===== src/rtl/div_pkg.sv =====
// ----------------------------------------------------------------------------
// div_pkg
// Shared constants and types for the sequential restoring divider.
//   M_DIV / D_DIV : dividend/quotient and divisor/remainder widths. M_DIV is
//                   also the unsigned operand width of the downstream
//                   multiplier that scales the quotient by the sine sample.
//   div_state_e   : divider FSM state encoding.
//   DBZ_QUOT      : quotient reported when the divisor is zero (all ones).
// ----------------------------------------------------------------------------
package div_pkg;

  localparam int M_DIV = 26;
  localparam int D_DIV = 26;

  typedef enum logic [1:0] {
    ST_IDLE = 2'd0,
    ST_CALC = 2'd1,
    ST_FIN  = 2'd2
  } div_state_e;

  localparam logic [M_DIV-1:0] DBZ_QUOT = {M_DIV{1'b1}};

endpackage


===== src/rtl/div_step.sv =====
// ----------------------------------------------------------------------------
// div_step
// One combinational restoring-division iteration.
//   p_in    : current partial remainder (D bits)
//   q_msb   : dividend/quotient shift register MSB shifted into the remainder
//   divisor : latched divisor
//   p_out   : next partial remainder
//   q_bit   : quotient bit produced by this iteration
// ----------------------------------------------------------------------------
module div_step
  import div_pkg::*;
#(
  parameter int D = D_DIV
) (
  input  logic [D-1:0] p_in,
  input  logic         q_msb,
  input  logic [D-1:0] divisor,
  output logic [D-1:0] p_out,
  output logic         q_bit
);

  logic [D:0] trial;

  // D+1-bit subtract so the MSB is the borrow. If the shifted-in value has
  // its top bit set it exceeds any divisor, so the subtract always succeeds
  // there; the restored value therefore always fits back into D bits.
  always_comb begin
    trial = {p_in, q_msb} - {1'b0, divisor};
    q_bit = ~trial[D];
    p_out = q_bit ? trial[D-1:0] : {p_in[D-2:0], q_msb};
  end

endmodule


===== src/rtl/div_restoring_seq.sv =====
// ----------------------------------------------------------------------------
// div_restoring_seq
// Sequential radix-2 restoring unsigned divider, one quotient bit per clock.
// Ports:
//   clk, rst_n   : clock (rising edge), asynchronous active-low reset
//   start        : request, accepted only while idle
//   dividend     : M-bit numerator, captured on accept
//   divisor      : D-bit denominator, captured on accept
//   ready        : high while idle
//   done         : one-cycle pulse when a new result is presented
//   quotient     : M-bit result, held until the next result
//   remainder    : D-bit remainder, held the same way
//   div_by_zero  : set with a result produced from a zero divisor
// ----------------------------------------------------------------------------
module div_restoring_seq
  import div_pkg::*;
#(
  parameter int M = M_DIV,
  parameter int D = D_DIV
) (
  input  logic         clk,
  input  logic         rst_n,
  input  logic         start,
  input  logic [M-1:0] dividend,
  input  logic [D-1:0] divisor,
  output logic         ready,
  output logic         done,
  output logic [M-1:0] quotient,
  output logic [D-1:0] remainder,
  output logic         div_by_zero
);

  localparam int CNT_W = $clog2(M);

  div_state_e state_q, state_d;
  logic [D-1:0]     p_q, p_d;
  logic [M-1:0]     q_sh_q, q_sh_d;
  logic [D-1:0]     div_q, div_d;
  logic [CNT_W-1:0] cnt_q, cnt_d;
  logic [M-1:0]     quot_q, quot_d;
  logic [D-1:0]     rem_q, rem_d;
  logic             dbz_q, dbz_d;
  logic             ready_q, ready_d;
  logic             done_q, done_d;

  logic [D-1:0] step_p;
  logic         step_qbit;

  div_step #(.D(D)) u_step (
    .p_in    (p_q),
    .q_msb   (q_sh_q[M-1]),
    .divisor (div_q),
    .p_out   (step_p),
    .q_bit   (step_qbit)
  );

  // The result registers are loaded on the same edge that enters FIN, so the
  // last iteration's step outputs feed them directly.
  always_comb begin
    state_d = state_q;
    p_d     = p_q;
    q_sh_d  = q_sh_q;
    div_d   = div_q;
    cnt_d   = cnt_q;
    quot_d  = quot_q;
    rem_d   = rem_q;
    dbz_d   = dbz_q;

    unique case (state_q)
      ST_IDLE: begin
        if (start) begin
          div_d  = divisor;
          q_sh_d = dividend;
          p_d    = '0;
          if (divisor == '0) begin
            // Remainder reports the dividend truncated to D bits (D <= M).
            state_d = ST_FIN;
            cnt_d   = '0;
            quot_d  = M'(DBZ_QUOT);
            rem_d   = dividend[D-1:0];
            dbz_d   = 1'b1;
          end else begin
            state_d = ST_CALC;
            cnt_d   = CNT_W'(M - 1);
          end
        end
      end
      ST_CALC: begin
        p_d    = step_p;
        q_sh_d = {q_sh_q[M-2:0], step_qbit};
        if (cnt_q == '0) begin
          state_d = ST_FIN;
          quot_d  = {q_sh_q[M-2:0], step_qbit};
          rem_d   = step_p;
          dbz_d   = 1'b0;
        end else begin
          cnt_d = cnt_q - CNT_W'(1);
        end
      end
      ST_FIN: begin
        state_d = ST_IDLE;
      end
      default: begin
        state_d = ST_IDLE;
      end
    endcase

    ready_d = (state_d == ST_IDLE);
    done_d  = (state_d == ST_FIN);
  end

  always_ff @(posedge clk or negedge rst_n) begin
    if (!rst_n) begin
      state_q <= ST_IDLE;
      p_q     <= '0;
      q_sh_q  <= '0;
      div_q   <= '0;
      cnt_q   <= '0;
      quot_q  <= '0;
      rem_q   <= '0;
      dbz_q   <= 1'b0;
      ready_q <= 1'b1;
      done_q  <= 1'b0;
    end else begin
      state_q <= state_d;
      p_q     <= p_d;
      q_sh_q  <= q_sh_d;
      div_q   <= div_d;
      cnt_q   <= cnt_d;
      quot_q  <= quot_d;
      rem_q   <= rem_d;
      dbz_q   <= dbz_d;
      ready_q <= ready_d;
      done_q  <= done_d;
    end
  end

  assign ready       = ready_q;
  assign done        = done_q;
  assign quotient    = quot_q;
  assign remainder   = rem_q;
  assign div_by_zero = dbz_q;

endmodule


===== config.mk =====
export PLATFORM = sky130hd
export DESIGN_NAME = div_restoring_seq
export DESIGN_NICKNAME = d
export VERILOG_FILES = /design/src/rtl/div_pkg.sv /design/src/rtl/div_step.sv /design/src/rtl/div_restoring_seq.sv
export SDC_FILE = /design/constraint.sdc
export NUM_CORES = 1
export LEC_CHECK = 0
export CAP_MARGIN = 20
export CORE_AREA = 3 3 135 235
export CTS_CLUSTER_SIZE = 10
export DETAILED_ROUTE_END_ITERATION = 16
export DIE_AREA = 0 0 138 238
export PLACE_DENSITY = 0.41
export SLEW_MARGIN = 10
export SYNTH_ARGS = -nofsm -noshare
export SYNTH_HDL_FRONTEND = slang
export SYNTH_SLANG_ARGS = --single-unit

===== constraint.sdc =====
create_clock -name clk -period 4.1 [get_ports clk]
set_input_delay 0.82 -clock clk [delete_from_list [all_inputs] [get_ports clk]]
set_output_delay 0.82 -clock clk [all_outputs]
set_load 0.02 [all_outputs]

==> reports/qor.txt <==
Bufs and invs on worst path: 3
Clock latency on the worst-skew pair: 0.44 ns
Max-slew violation count: 0
Synthesis-to-layout area growth: 28.74%
Resized cells post-CTS: 0
Residual DRC: 0
Post-synth net total: 940
Largest net degree at the start of global routing: 61
DR pass1 iterations: 5
Finished Core Util: 32.05%
Async set-or-reset flop fraction in the synthesized netlist: 100.0%
Total grt overflow: 0
Root Buffer: clkbuf_16
Row count: 84
CP max-delay cell: xnor2_1
ANT nets after route: 0
Iter 0 DRT Violations: 338
Finished Layout Cells: 1,354
Synth Register Bits: 140
F_max: 289.5 MHz
Max-slew headroom: 46.62%
ANT cells: 0
FILL cells: 3,259
CP required: 4.46 ns
Die W: 138 um
TritonCTS buffer count: 17
Worst setup EP type: flip-flop
H-Tree Depth: 4
Fin crit share: 84.25%
DIE AREA: 32,840 sq um
Post-Syn Area per Cell: 8.742 sq um
Detail Placement HPWL: 18,200 um
CTS tree: built
Family with the most delay on the worst path: compound AO/OA/AOI/OAI gates
Final Net Count: 1,038
Hold Violations, Final: 0
Post-route setup TNS: 0 ns
Mapped Area: 7483 sq um
Critical path class: reg -> reg
Final setup vio count: 0
Synth top area cells: dfrtp_1, nand2_1, ha_1
Type of the tightest min-delay check: in -> async
Placed Instances: 1,322
Clk slew on worst S/H paths: 0.06 ns
Syn. warnings: 0
Sequential area share after synthesis: 46.83%
Synthesized instance count: 856
Max Clock Skew: 0.007113 ns
Post-synth top flop: dfrtp_1
Max FO, Critical Path: 8
TritonCTS Sinks: 140
CTS Buffer Depth: 2
Critical path startpoint category: flip-flop
I/O pin cnt: 110
Total power: 10.22 mW
Starting density of the core: 24.90%
First-pass GRT wire length: 39,690 um
Fin crit period: 3.454 ns
Post-Route WL: 24,590 um
Power Density: 1061 nW/um^2
RSZ-0062 raised after global routing: no
Worst Tran Pin Value: 0.7950 ns
CP Cell Sequence: inv_1, ha_1, inv_1, fa_1, a211oi_1, o21a_1, a2111oi_4, nor2_2, o211ai_4, xnor2_1, buf_4, a21oi_1, a21oi_1
Status: finished clean
Die Y: 238 um
Vias in the first global route: 6,845
Top cell type by total area after synthesis: dfrtp_1
Share of the synthesized area in the top cell type: 46.48%
Layout cells sized above 1: 6.722%
Slowest stage delay, CP: 0.66 ns
Yosys cell types: 62
GP Congestion: 0.8351
Initial antenna violation count: 0
Maximum VDD drop: 0.3670 mV
Vias: 6,482
Tot GR Track Use: 15.29%
Worst EP arrival: 3.81 ns
Routed length per instance: 18.16 um
Lkg Pwr: 4.097 nW
Hold Buf Count CTS: 0
Core ar.: 30,060 sq um
Drt via density: 4.787
Max Cap Viol: 0
Setup Fix Bufs, Post-CTS: 0
Number of flops mapped to enable cells by yosys: 0
I/O Buffers: 109
[worst paths after layout]
kind	start	endpoint	slack, ns	cells after the start
min reg2reg	cnt_q[0]$_DFFE_PN0P_	cnt_q[0]$_DFFE_PN0P_	0.49	1
min in group clk	cnt_q[0]$_DFFE_PN0P_	cnt_q[0]$_DFFE_PN0P_	0.49	1
max in group asynchronous	rst_n	p_q[25]$_DFFE_PN0P_	2.91	2
max	q_sh_q[25]$_DFFE_PN0P_	remainder[19]$_DFFE_PN0P_	0.65	13
min	rst_n	quotient[23]$_DFFE_PN0P_	0.36	1
max reg2reg	q_sh_q[25]$_DFFE_PN0P_	remainder[19]$_DFFE_PN0P_	0.65	13
[cell families (layout without fill, tap and decap cells)]
family / count (synthesis) / after routing / synth area share, %
mux: 20 / 20 / 2.675
fa+ha+maj: 29 / 29 / 4.949
simple gates: 303 / 303 / 17.26
xor+xnor: 23 / 23 / 2.792
buf+inv: 85 / 196 / 4.564
flops: 140 / 140 / 46.83
compound gates: 256 / 256 / 20.93
[sequential cells by signal, summed over array words and instances (netlist names), 2 cells and up]
| name | flops |
|---|---|
| cnt_q | 5 |
| div_q | 26 |
| p_q | 26 |
| q_sh_q | 26 |
| quotient | 26 |
| remainder | 26 |
| state_q | 2 |
[Yosys cell counts (all sizes together) (3+ instances only)]
cell type	number
o22ai	13
buf	11
or3	3
o211ai	3
xnor2	12
nor4	6
inv	34
o2111ai	3
and3	8
a32oi	5
mux2i	20
dfrtp	139
a21o	12
nand3	14
nor2	65
nor3	10
ha	28
o21bai	3
and2	3
o21a	6
nand2	171
xor2	11
nor2b	6
nand4	6
a31oi	36
clkbuf	39
and4	3
a211oi	3
a21oi	56
o311ai	4
o31ai	6
o21ai	92
[layer usage]
| metal | vias to the layer above | global-route usage, % | wire length, um |
|---|---|---|---|
| met1 | 3149 | 18.04 | 10240 |
| met3 | 27 | 2.787 | 662 |
| met2 | 115 | 27.79 | 13090 |
| met5 | - | 0 | 0 |
| met4 | 0 | 5.274 | 594 |
| li1 | 3191 | - | - |
[report_power, final]
| part | leakage (nW) | internal [mW] | switching, mW |
|---|---|---|---|
| clock network | 0.293 | 0.972 | 0.607 |
| registers | 1.63 | 2.08 | 0.471 |
| logic | 2.18 | 2.46 | 3.64 |
[final cells by class]
class	instances	area (sq um)	share of cell area, %
Timing Repair Buffer	129	1255	13.03
Tap cell	387	484.2	5.026
Inverter	35	131.4	1.364
Multi-Input combinational cell	631	3666	38.05
Clock buffer	25	505.5	5.247
Clock inverter	7	87.58	0.9091
Sequential cell	140	3505	36.38
[worst reg2reg max path, stage by stage (launching register included)]
cell       delay (ns)
dfrtp_1          0.36
inv_1            0.10
ha_1             0.19
inv_1            0.06
fa_1             0.41
a211oi_1         0.28
o21a_1           0.25
a2111oi_4        0.10
nor2_2           0.27
o211ai_4         0.15
xnor2_1          0.66
buf_4            0.29
a21oi_1          0.08
a21oi_1          0.18
[through the flow]
stage	area [sq um]	hold slack (ns)	setup slack (ns)
after CTS	9634	0.3781	0.5865
after detailed placement	9041	0.4844	0.6194
after global routing	9634	0.3937	0.3662
final	9634	0.3611	0.6459
after floorplan	7483	0.4523	1.246
after global placement	9041	0.4702	0.6463
[cell usage in the layout, fill, tap and decap left out, types with 4 or more instances in the layout]
cell               n
nand2_1          171
dfrtp_1          139
clkdlybuf4s50_1  108
o21ai_0           63
nor2_1            62
a21oi_1           56
a31oi_1           36
inv_1             34
o21ai_1           29
ha_1              28
mux2i_1           20
buf_4             19
clkbuf_16         17
nand3_1           14
o22ai_1           13
a21o_1            12
xnor2_1           12
xor2_1            10
nor3_1             9
and3_1             8
nor4_1             6
nand4_1            6
nor2b_1            6
o31ai_1            6
o21a_1             6
a32oi_1            5
clkbuf_8           5
clkinv_2           4
(Power assumes the default switching activity.)
